$ cat config.mk
export PLATFORM = sky130hd
export DESIGN_NAME = rq_coeff_subtractor_flat
export DESIGN_NICKNAME = d
export VERILOG_FILES = /design/src/rtl/rq_coeff_subtractor_if.sv /design/src/rtl/rq_coeff_subtractor.sv /design/src/flat_wrapper.sv
export SDC_FILE = /design/constraint.sdc
export NUM_CORES = 1
export LEC_CHECK = 0
export ABC_AREA = 1
export CORE_MARGIN = 2
export CORE_UTILIZATION = 46
export DETAILED_ROUTE_END_ITERATION = 10
export PLACE_DENSITY_LB_ADDON = 0.12
export SETUP_SLACK_MARGIN = 0.02
export SKIP_LAST_GASP = 1
export SYNTH_ARGS = -nofsm -noshare
export SYNTH_HDL_FRONTEND = slang
export SYNTH_SLANG_ARGS = --single-unit
$ cat constraint.sdc
create_clock -name clk -period 1.6 [get_ports clk]
set_input_delay 0.16 -clock clk [delete_from_list [all_inputs] [get_ports clk]]
set_output_delay 0.16 -clock clk [all_outputs]
set_load 0.1 [all_outputs]
$ cat src/rtl/rq_coeff_subtractor_if.sv
// Operand/result stream bundle for rq_coeff_subtractor.
// The neg lane exists only when RQ_SUB_NEGATE_EN is defined.
interface rq_coeff_subtractor_if #(
    parameter int NUM_WIDTH_LENGTH = 13
);
    logic                        in_valid;
    logic                        in_ready;
    logic [NUM_WIDTH_LENGTH-1:0] in1;
    logic [NUM_WIDTH_LENGTH-1:0] in2;
    logic                        out_valid;
    logic                        out_ready;
    logic [NUM_WIDTH_LENGTH-1:0] out;
    logic                        out_last;
`ifdef RQ_SUB_NEGATE_EN
    logic                        neg;
`endif

    modport master (
        output in_valid, in1, in2, out_ready,
        input  in_ready, out_valid, out, out_last
`ifdef RQ_SUB_NEGATE_EN
        , output neg
`endif
    );

    modport slave (
        input  in_valid, in1, in2, out_ready,
        output in_ready, out_valid, out, out_last
`ifdef RQ_SUB_NEGATE_EN
        , input neg
`endif
    );
endinterface

$ cat src/rtl/rq_coeff_subtractor.sv
// Streaming Rq coefficient subtractor: (in1 - in2) mod 2^NUM_WIDTH_LENGTH, two-stage carry split.
// Define RQ_SUB_NEGATE_EN to add a per-coefficient neg lane that computes (in2 - in1) instead.
module rq_coeff_subtractor #(
    parameter int NUM_WIDTH_LENGTH = 13,
    parameter int N                = 701
) (
    input  logic                 clk,
    input  logic                 rst,
    input  logic                 start,
    output logic                 busy,
    output logic                 done,
    rq_coeff_subtractor_if.slave bus
);
    localparam int LOW_W  = 8;
    localparam int HIGH_W = NUM_WIDTH_LENGTH - LOW_W;
    localparam int CNT_W  = (N > 1) ? $clog2(N) : 1;
    localparam logic [CNT_W-1:0] LAST_IDX = CNT_W'(N - 1);

    typedef enum logic [1:0] {
        IDLE,
        RUN,
        DRAIN
    } state_t;

    state_t state;
    state_t state_next;

    logic [CNT_W-1:0]            in_cnt;
    logic                        s1_valid;
    logic                        s1_last;
    logic                        s1_c8;
    logic [LOW_W-1:0]            s1_low;
    logic [HIGH_W-1:0]           s1_a_hi;
    logic [HIGH_W-1:0]           s1_nb_hi;
    logic                        s2_valid;
    logic                        s2_last;
    logic [NUM_WIDTH_LENGTH-1:0] s2_data;

    logic                        s1_load;
    logic                        s2_load;
    logic                        accept;
    logic                        out_fire;
    logic [NUM_WIDTH_LENGTH-1:0] op_a;
    logic [NUM_WIDTH_LENGTH-1:0] op_nb;
    logic [LOW_W:0]              low_sum;
    logic [HIGH_W-1:0]           high_sum;

    // Stage 2 frees up on drain, so both stages can move in the same cycle.
    assign s2_load  = !s2_valid || bus.out_ready;
    assign s1_load  = s2_load || !s1_valid;
    assign out_fire = s2_valid && bus.out_ready;

    assign bus.in_ready = (state == RUN) && s1_load;
    assign accept       = bus.in_valid && bus.in_ready;

    // Swapping operands at the input lets neg ride along implicitly in the stage-1 operands.
`ifdef RQ_SUB_NEGATE_EN
    assign op_a  = bus.neg ? bus.in2 : bus.in1;
    assign op_nb = ~(bus.neg ? bus.in1 : bus.in2);
`else
    assign op_a  = bus.in1;
    assign op_nb = ~bus.in2;
`endif

    assign low_sum  = {1'b0, op_a[LOW_W-1:0]} + {1'b0, op_nb[LOW_W-1:0]} + (LOW_W+1)'(1);
    assign high_sum = s1_a_hi + s1_nb_hi + HIGH_W'(s1_c8);

    always_ff @(posedge clk) begin
        if (rst) begin
            state <= IDLE;
        end else begin
            state <= state_next;
        end
    end

    always_comb begin
        state_next = state;
        done       = 1'b0;
        unique case (state)
            IDLE: begin
                if (start) begin
                    state_next = RUN;
                end
            end
            RUN: begin
                if (accept && (in_cnt == LAST_IDX)) begin
                    state_next = DRAIN;
                end
            end
            DRAIN: begin
                if (out_fire && s2_last) begin
                    state_next = IDLE;
                    done       = 1'b1;
                end
            end
            default: state_next = IDLE;
        endcase
    end

    assign busy = (state != IDLE);

    always_ff @(posedge clk) begin
        if (rst) begin
            in_cnt <= '0;
        end else if (accept) begin
            in_cnt <= (in_cnt == LAST_IDX) ? '0 : in_cnt + CNT_W'(1);
        end
    end

    always_ff @(posedge clk) begin
        if (rst) begin
            s1_valid <= 1'b0;
            s1_last  <= 1'b0;
            s1_c8    <= 1'b0;
            s1_low   <= '0;
            s1_a_hi  <= '0;
            s1_nb_hi <= '0;
        end else if (s1_load) begin
            s1_valid <= accept;
            if (accept) begin
                s1_last  <= (in_cnt == LAST_IDX);
                s1_c8    <= low_sum[LOW_W];
                s1_low   <= low_sum[LOW_W-1:0];
                s1_a_hi  <= op_a[NUM_WIDTH_LENGTH-1:LOW_W];
                s1_nb_hi <= op_nb[NUM_WIDTH_LENGTH-1:LOW_W];
            end
        end
    end

    // Data only updates on a real entry, so out holds its last value while stalled or empty.
    always_ff @(posedge clk) begin
        if (rst) begin
            s2_valid <= 1'b0;
            s2_last  <= 1'b0;
            s2_data  <= '0;
        end else if (s2_load) begin
            s2_valid <= s1_valid;
            s2_last  <= s1_valid && s1_last;
            if (s1_valid) begin
                s2_data <= {high_sum, s1_low};
            end
        end
    end

    assign bus.out_valid = s2_valid;
    assign bus.out       = s2_data;
    assign bus.out_last  = s2_last;
endmodule

$ cat src/flat_wrapper.sv
// flat-port wrapper written by rule: the top's interface ports become plain ports
module rq_coeff_subtractor_flat 
#(
    parameter int NUM_WIDTH_LENGTH = 13,
    parameter int N                = 701
)
  (clk, rst, start, busy, done, bus_in_valid, bus_in1, bus_in2, bus_out_ready, bus_in_ready, bus_out_valid, bus_out, bus_out_last);
  rq_coeff_subtractor_if #(.NUM_WIDTH_LENGTH(NUM_WIDTH_LENGTH)) bus_i ();
  input  logic clk;
  input  logic rst;
  input  logic start;
  output logic busy;
  output logic done;
  input wire logic [$bits(bus_i.in_valid)-1:0] bus_in_valid;
  input wire logic [$bits(bus_i.in1)-1:0] bus_in1;
  input wire logic [$bits(bus_i.in2)-1:0] bus_in2;
  input wire logic [$bits(bus_i.out_ready)-1:0] bus_out_ready;
  output wire logic [$bits(bus_i.in_ready)-1:0] bus_in_ready;
  output wire logic [$bits(bus_i.out_valid)-1:0] bus_out_valid;
  output wire logic [$bits(bus_i.out)-1:0] bus_out;
  output wire logic [$bits(bus_i.out_last)-1:0] bus_out_last;
  assign bus_i.in_valid = bus_in_valid;
  assign bus_i.in1 = bus_in1;
  assign bus_i.in2 = bus_in2;
  assign bus_i.out_ready = bus_out_ready;
  assign bus_in_ready = bus_i.in_ready;
  assign bus_out_valid = bus_i.out_valid;
  assign bus_out = bus_i.out;
  assign bus_out_last = bus_i.out_last;
  rq_coeff_subtractor #(.NUM_WIDTH_LENGTH(NUM_WIDTH_LENGTH), .N(N)) u_core (.clk(clk), .rst(rst), .start(start), .busy(busy), .done(done), .bus(bus_i));
endmodule
## Yosys cells after proc, flatten, opt, wreduce, memory -nomap -nowiden

Index checks and enable logic that the tools add are counted.

| cells by class | value |
|---|---|
| add/subtract/negate cells | 5 |
| equal/unequal tests | 6 |
| muxes and demuxes | 7 |
| bitwise gates (word level) | 1 |
| reductions and logical operators | 15 |

Operators with widths:

| cell | count |
|---|---|
| 13-bit NOT | 1 |
| 10-bit by 1-bit adder with 10-bit output, second input constant | 1 |
| 10-bit equality test, second input constant | 1 |
| 10-bit two-way mux | 1 |
| 8-bit by 8-bit adder with 9-bit output | 1 |
| 9-bit by 1-bit adder with 9-bit output, second input constant | 1 |
| 1-bit logical AND | 6 |
| 2-bit two-way mux | 3 |
| 2-bit one-hot mux with 3 select lines | 1 |
| 5-bit by 1-bit adder with 5-bit output | 1 |
| 5-bit adder | 1 |
| 2-bit != test, second input constant | 2 |
| 2-bit AND reduction | 2 |
| 3-bit AND reduction | 1 |
| 2-bit by 1-bit equality test with 1-bit output, second input constant | 1 |
| 2-bit equality test, second input constant | 1 |
| 1-bit zero test | 2 |
| 2-bit zero test | 1 |
| 1-bit logical OR | 2 |
| 1-bit two-way mux | 2 |
| 2-bit by 1-bit != test with 1-bit output, second input constant | 1 |
| 2-bit nonzero test | 1 |

| storage, ports and cells | value |
|---|---|
| register bits | 48 |
| output and inout bits | 18 |
| word-level logic and storage cells | 45 |

## Depth between registers and ports, before layout

| logic depth | value |
|---|---|
| word-level depth | 8 |
| gate-level depth with buffers | 10 |
| depth with buffers taken out | 10 |

## Least setup slack after synthesis

Ideal clock, no wire load.

| timing | value |
|---|---|
| path kind | reg2out |
| from | reg u_core.s2_last, in the netlist u_core.bus.out_last |
| to | out done |
| arrival | 3.218 ns |
| path slack | -1.778 ns |
| stages on the path, launching flop included | 3 |
| path buffers | 0 |
| cells stage by stage | dfxtp_1 nand3_1 nor3_1 |

| on the way | value |
|---|---|
| longest elaborated chain between the ends | 3 |

Ends and longest elaborated chain:

| element | line | source |
|---|---|---|
| from (decl) | rq_coeff_subtractor.sv:36 | `logic s2_last;` |
| from (signal assigned) | rq_coeff_subtractor.sv:138 | `s2_last <= s1_valid && s1_last;` |
| 1-bit logical AND | rq_coeff_subtractor.sv:91 | `if (out_fire && s2_last) begin` |
| 1-bit two-way mux | rq_coeff_subtractor.sv:91 |  |
| 1-bit two-way mux | rq_coeff_subtractor.sv:79 | `unique case (state)` |
| to (decl) | flat_wrapper.sv:13 | `output logic done;` |

Every way passes these cells.

## Worst setup path after layout

| timing | value |
|---|---|
| from | reg u_core.s1_c8 |
| to | reg u_core.s2_data[12], in the netlist u_core.bus.out[12] |

| on the way | value |
|---|---|
| longest elaborated chain between the ends | 1 |

Ends and longest elaborated chain:

| element | line | source |
|---|---|---|
| from (decl) | rq_coeff_subtractor.sv:31 | `logic s1_c8;` |
| from (signal assigned) | rq_coeff_subtractor.sv:122 | `s1_c8 <= low_sum[LOW_W];` |
| 5-bit by 1-bit adder with 5-bit output | rq_coeff_subtractor.sv:66 | `assign high_sum = s1_a_hi + s1_nb_hi + HIGH_W'(s1_c8);` |
| to (signal assigned) | rq_coeff_subtractor.sv:140 | `s2_data <= {high_sum, s1_low};` |
| to (decl) | rq_coeff_subtractor.sv:37 | `logic [NUM_WIDTH_LENGTH-1:0] s2_data;` |

Every way passes these cells.
A chain may end at the register's enable or synchronous reset.

==> impl_metrics.ini <==
[sta]
rsz0062_at_grt = yes
setup_viol = 1
final_hold_viol_count = 0
maxSlewViolCount = 0
fmax_mhz = 601
period_needed_ns = 1.66
slew_headroom_pct = 78.6
tightest_slew_ns = 0.319
fin_ws_ns = -0.0637
skew_ns = 0.00520
tns_ns = -0.0637
min_period_over_period_pct = 104

[synth]
synthFlopType = dfxtp_1
synth_cell_types = 30
synth_top_area_share_pct = 39.8
synth.avg_cell_area_um2 = 7.36
async_reset_ff_share_pct = 0
synth.most_common_cell = nand2_1
ys_ff_latch = 48
ys_top_cells_by_area = dfxtp_1, nand2_1, a21oi_1, ha_1, inv_1
netlist_area_um2 = 2410
synth_common_cells = nand2_1, dfxtp_1, inv_1
synth-seq-area-share_pct = 39.8
synth_largest_area_cell = dfxtp_1
yosysWarningCount = 0
synthesis.nets = 375
netlist_instances = 328
synth_edf_count = 0

[cells_and_area]
n_antenna_cell = 0
final_cells = 471
area_delta_synth_final_pct = 46.5
nets = 447
drive_gt1_share_pct = 20.4
fin_util_pct = 69.7
fin_area_um2 = 3540

[placed_design]
io_buffers = 48
dpl.hpwl_mm = 3.98
place_congestion = 0.805
dp.cells = 460
place_area_um2 = 3360

[drt]
viasPerCell = 4.81
initialDrtViolationCount = 74
dr.pass1.iters = 4
drc = 0
wl_per_cell_um = 11.6
num_vias = 2266
ant_nets = 0
routed_wl_mm = 5.46

[pwr]
p_per_area_nw_per_um2 = 792
peakVddDrop_uv = 537
p_leak_nw = 1.57
power_w = 0.00280

[global_route]
gr-total-overflow = 0
grt_max_degree = 30
grt_pass1_vias = 2179
grt_pass1_wl_mm = 9.38
antenna_found_initial = 0
track_usage_pct = 19.5

[cts]
clk_latency_ns = 0.30
cts_made_buffers = 5
htree_levels = 2
cts.hold.buffers_added = 0
clockBufferDepth = 2
cts_tree = built
clock-sinks = 48
cts.root.buffer_cell = clkbuf_8
clk_pin_slew_ns = 0.09

[die]
start_util_pct = 47.6
die_height_um = 76.5
rows = 26
io_pins = 49
die_x_um = 76.5
die_area_um2 = 5850
design.core.area_um2 = 5070

[worst_setup_path]
r2r_end = u_core.bus.out[12]$_SDFFE_PP0P_
required_ns = 1.85
rrSetupSlack_ns = -0.06
worstReg2RegStart = u_core.s1_c8$_SDFFE_PP0P_
end_kind = register
path_class = reg -> reg
crit_arrival_ns = 1.92
ff2ff_path_depth = 8
crit_fanout = 2
start_kind = register

[job]
drv_cap = 0

[min_path]
min-delay-path-class = in -> reg
hold_path_end = u_core.s1_low[0]$_SDFFE_PP0P_
hold_depth = 3
hold_path_startpoint = bus_in2[0]

[outcome]
violations = negative setup slack
status = finished, violations left
-- area by class of cell --
cell class	count	area, µm²
Multi-Input combinational cell	225	1280
Fill cell	416	1540
Tap cell	70	87.6
Timing Repair Buffer	75	918
Clock inverter	2	35.0
Inverter	45	169
Clock buffer	6	72.6
Sequential cell	48	971
-- per-layer routing --
layer  vias to the layer above  share of wire (%)  track usage (%)
met5                         -                  0                0
met2                        44                 49             32.7
met1                      1017                 46             24.7
met3                         9                4.0             4.98
li1                       1196                  -                -
met4                         0                1.3             5.82
-- report_power, final --
group          switching, W  internal [W]  total, W  leakage (nW)
clock network      0.000390      0.000464  0.000854        0.0552
registers         0.0000386       0.00124   0.00128         0.394
logic              0.000364      0.000300  0.000664          1.12
total              0.000793       0.00201   0.00280          1.57
-- sequential cells by signal, summed over array words and instances, names as in the netlist --
signal and flops:
u_core.bus.out 13, u_core.bus.out_last 1, u_core.bus.out_valid 1, u_core.in_cnt 10, u_core.s1_a_hi 5, u_core.s1_c8 1
u_core.s1_last 1, u_core.s1_low 8, u_core.s1_nb_hi 5, u_core.s1_valid 1, u_core.state 2
-- worst max-delay path, cell delays in order (launching register included) --
cell and delay [ns]:
dfxtp_2 0.34, inv_2 0.04, fa_2 0.41, fa_2 0.40
o21ai_2 0.18, a21oi_2 0.07, o21ai_1 0.08, nand2_1 0.06
inv_1 0.04
-- how the worst max path moves through the flow --
| stage | start | to | slack [ns] | cells after the start |
|---|---|---|---|---|
| 4_1_cts | u_core.s1_nb_hi[0]$_SDFFE_PP0P_ | u_core.bus.out[12]$_SDFFE_PP0P_ | -0.04 | 8 |
| 2_1_floorplan | u_core.bus.out_valid$_SDFFE_PP0P_ | done | -0.01 | 2 |
| 5_1_grt | u_core.s1_c8$_SDFFE_PP0P_ | u_core.bus.out[12]$_SDFFE_PP0P_ | -0.13 | 8 |
| 3_3_place_gp | bus_in1[0] | u_core.s1_low[6]$_SDFFE_PP0P_ | -0.41 | 10 |
| 3_5_place_dp | bus_in1[0] | u_core.s1_low[6]$_SDFFE_PP0P_ | -0.44 | 11 |
| 6_report | u_core.s1_c8$_SDFFE_PP0P_ | u_core.bus.out[12]$_SDFFE_PP0P_ | -0.06 | 8 |
-- repair_timing --
action,in CTS,in global routing
gates cloned,0,0
setup endpoints to repair,5,6
endpoints found under the hold margin,0,0
setup buffers,0,3
pin swaps,1,12
gates resized for setup,4,14
-- layout by cell type, fill, tap and decap left out, drive strengths merged --
| cell type | count |
|---|---|
| o21bai | 1 |
| clkbuf | 6 |
| nor4 | 1 |
| dlymetal6s2s | 2 |
| ha | 13 |
| nor2 | 47 |
| nor3 | 2 |
| a21oi | 34 |
| a31oi | 1 |
| o21a | 3 |
| o21ai | 33 |
| dfxtp | 48 |
| xor2 | 4 |
| nand3 | 13 |
| fa | 3 |
| nand4 | 3 |
| bufinv | 1 |
| xnor2 | 3 |
| nand2 | 61 |
| inv | 45 |
| buf | 45 |
| or2 | 2 |
| clkdlybuf4s50 | 28 |
| clkinv | 1 |
| nor3b | 1 |
-- per-stage QoR --
step	hold slack [ns]	setup slack (ns)
after floorplan	0.239	-0.0150
after global placement	0.454	-0.410
after detailed placement	0.455	-0.442
after CTS	0.402	-0.0440
after global routing	0.208	-0.128
final	0.197	-0.0637
-- kinds of logic after synthesis --
family | count (synthesis) | share of synthesized area [%]
buffers and inverters | 55 | 9.64
DFF | 48 | 39.8
AOI/OAI and AO/OA | 72 | 15.4
and+or+nand+nor | 130 | 23.4
xor gates and xnor gates | 7 | 2.54
adders and majority gates | 16 | 9.22
Power figures use the tool's default switching activity.
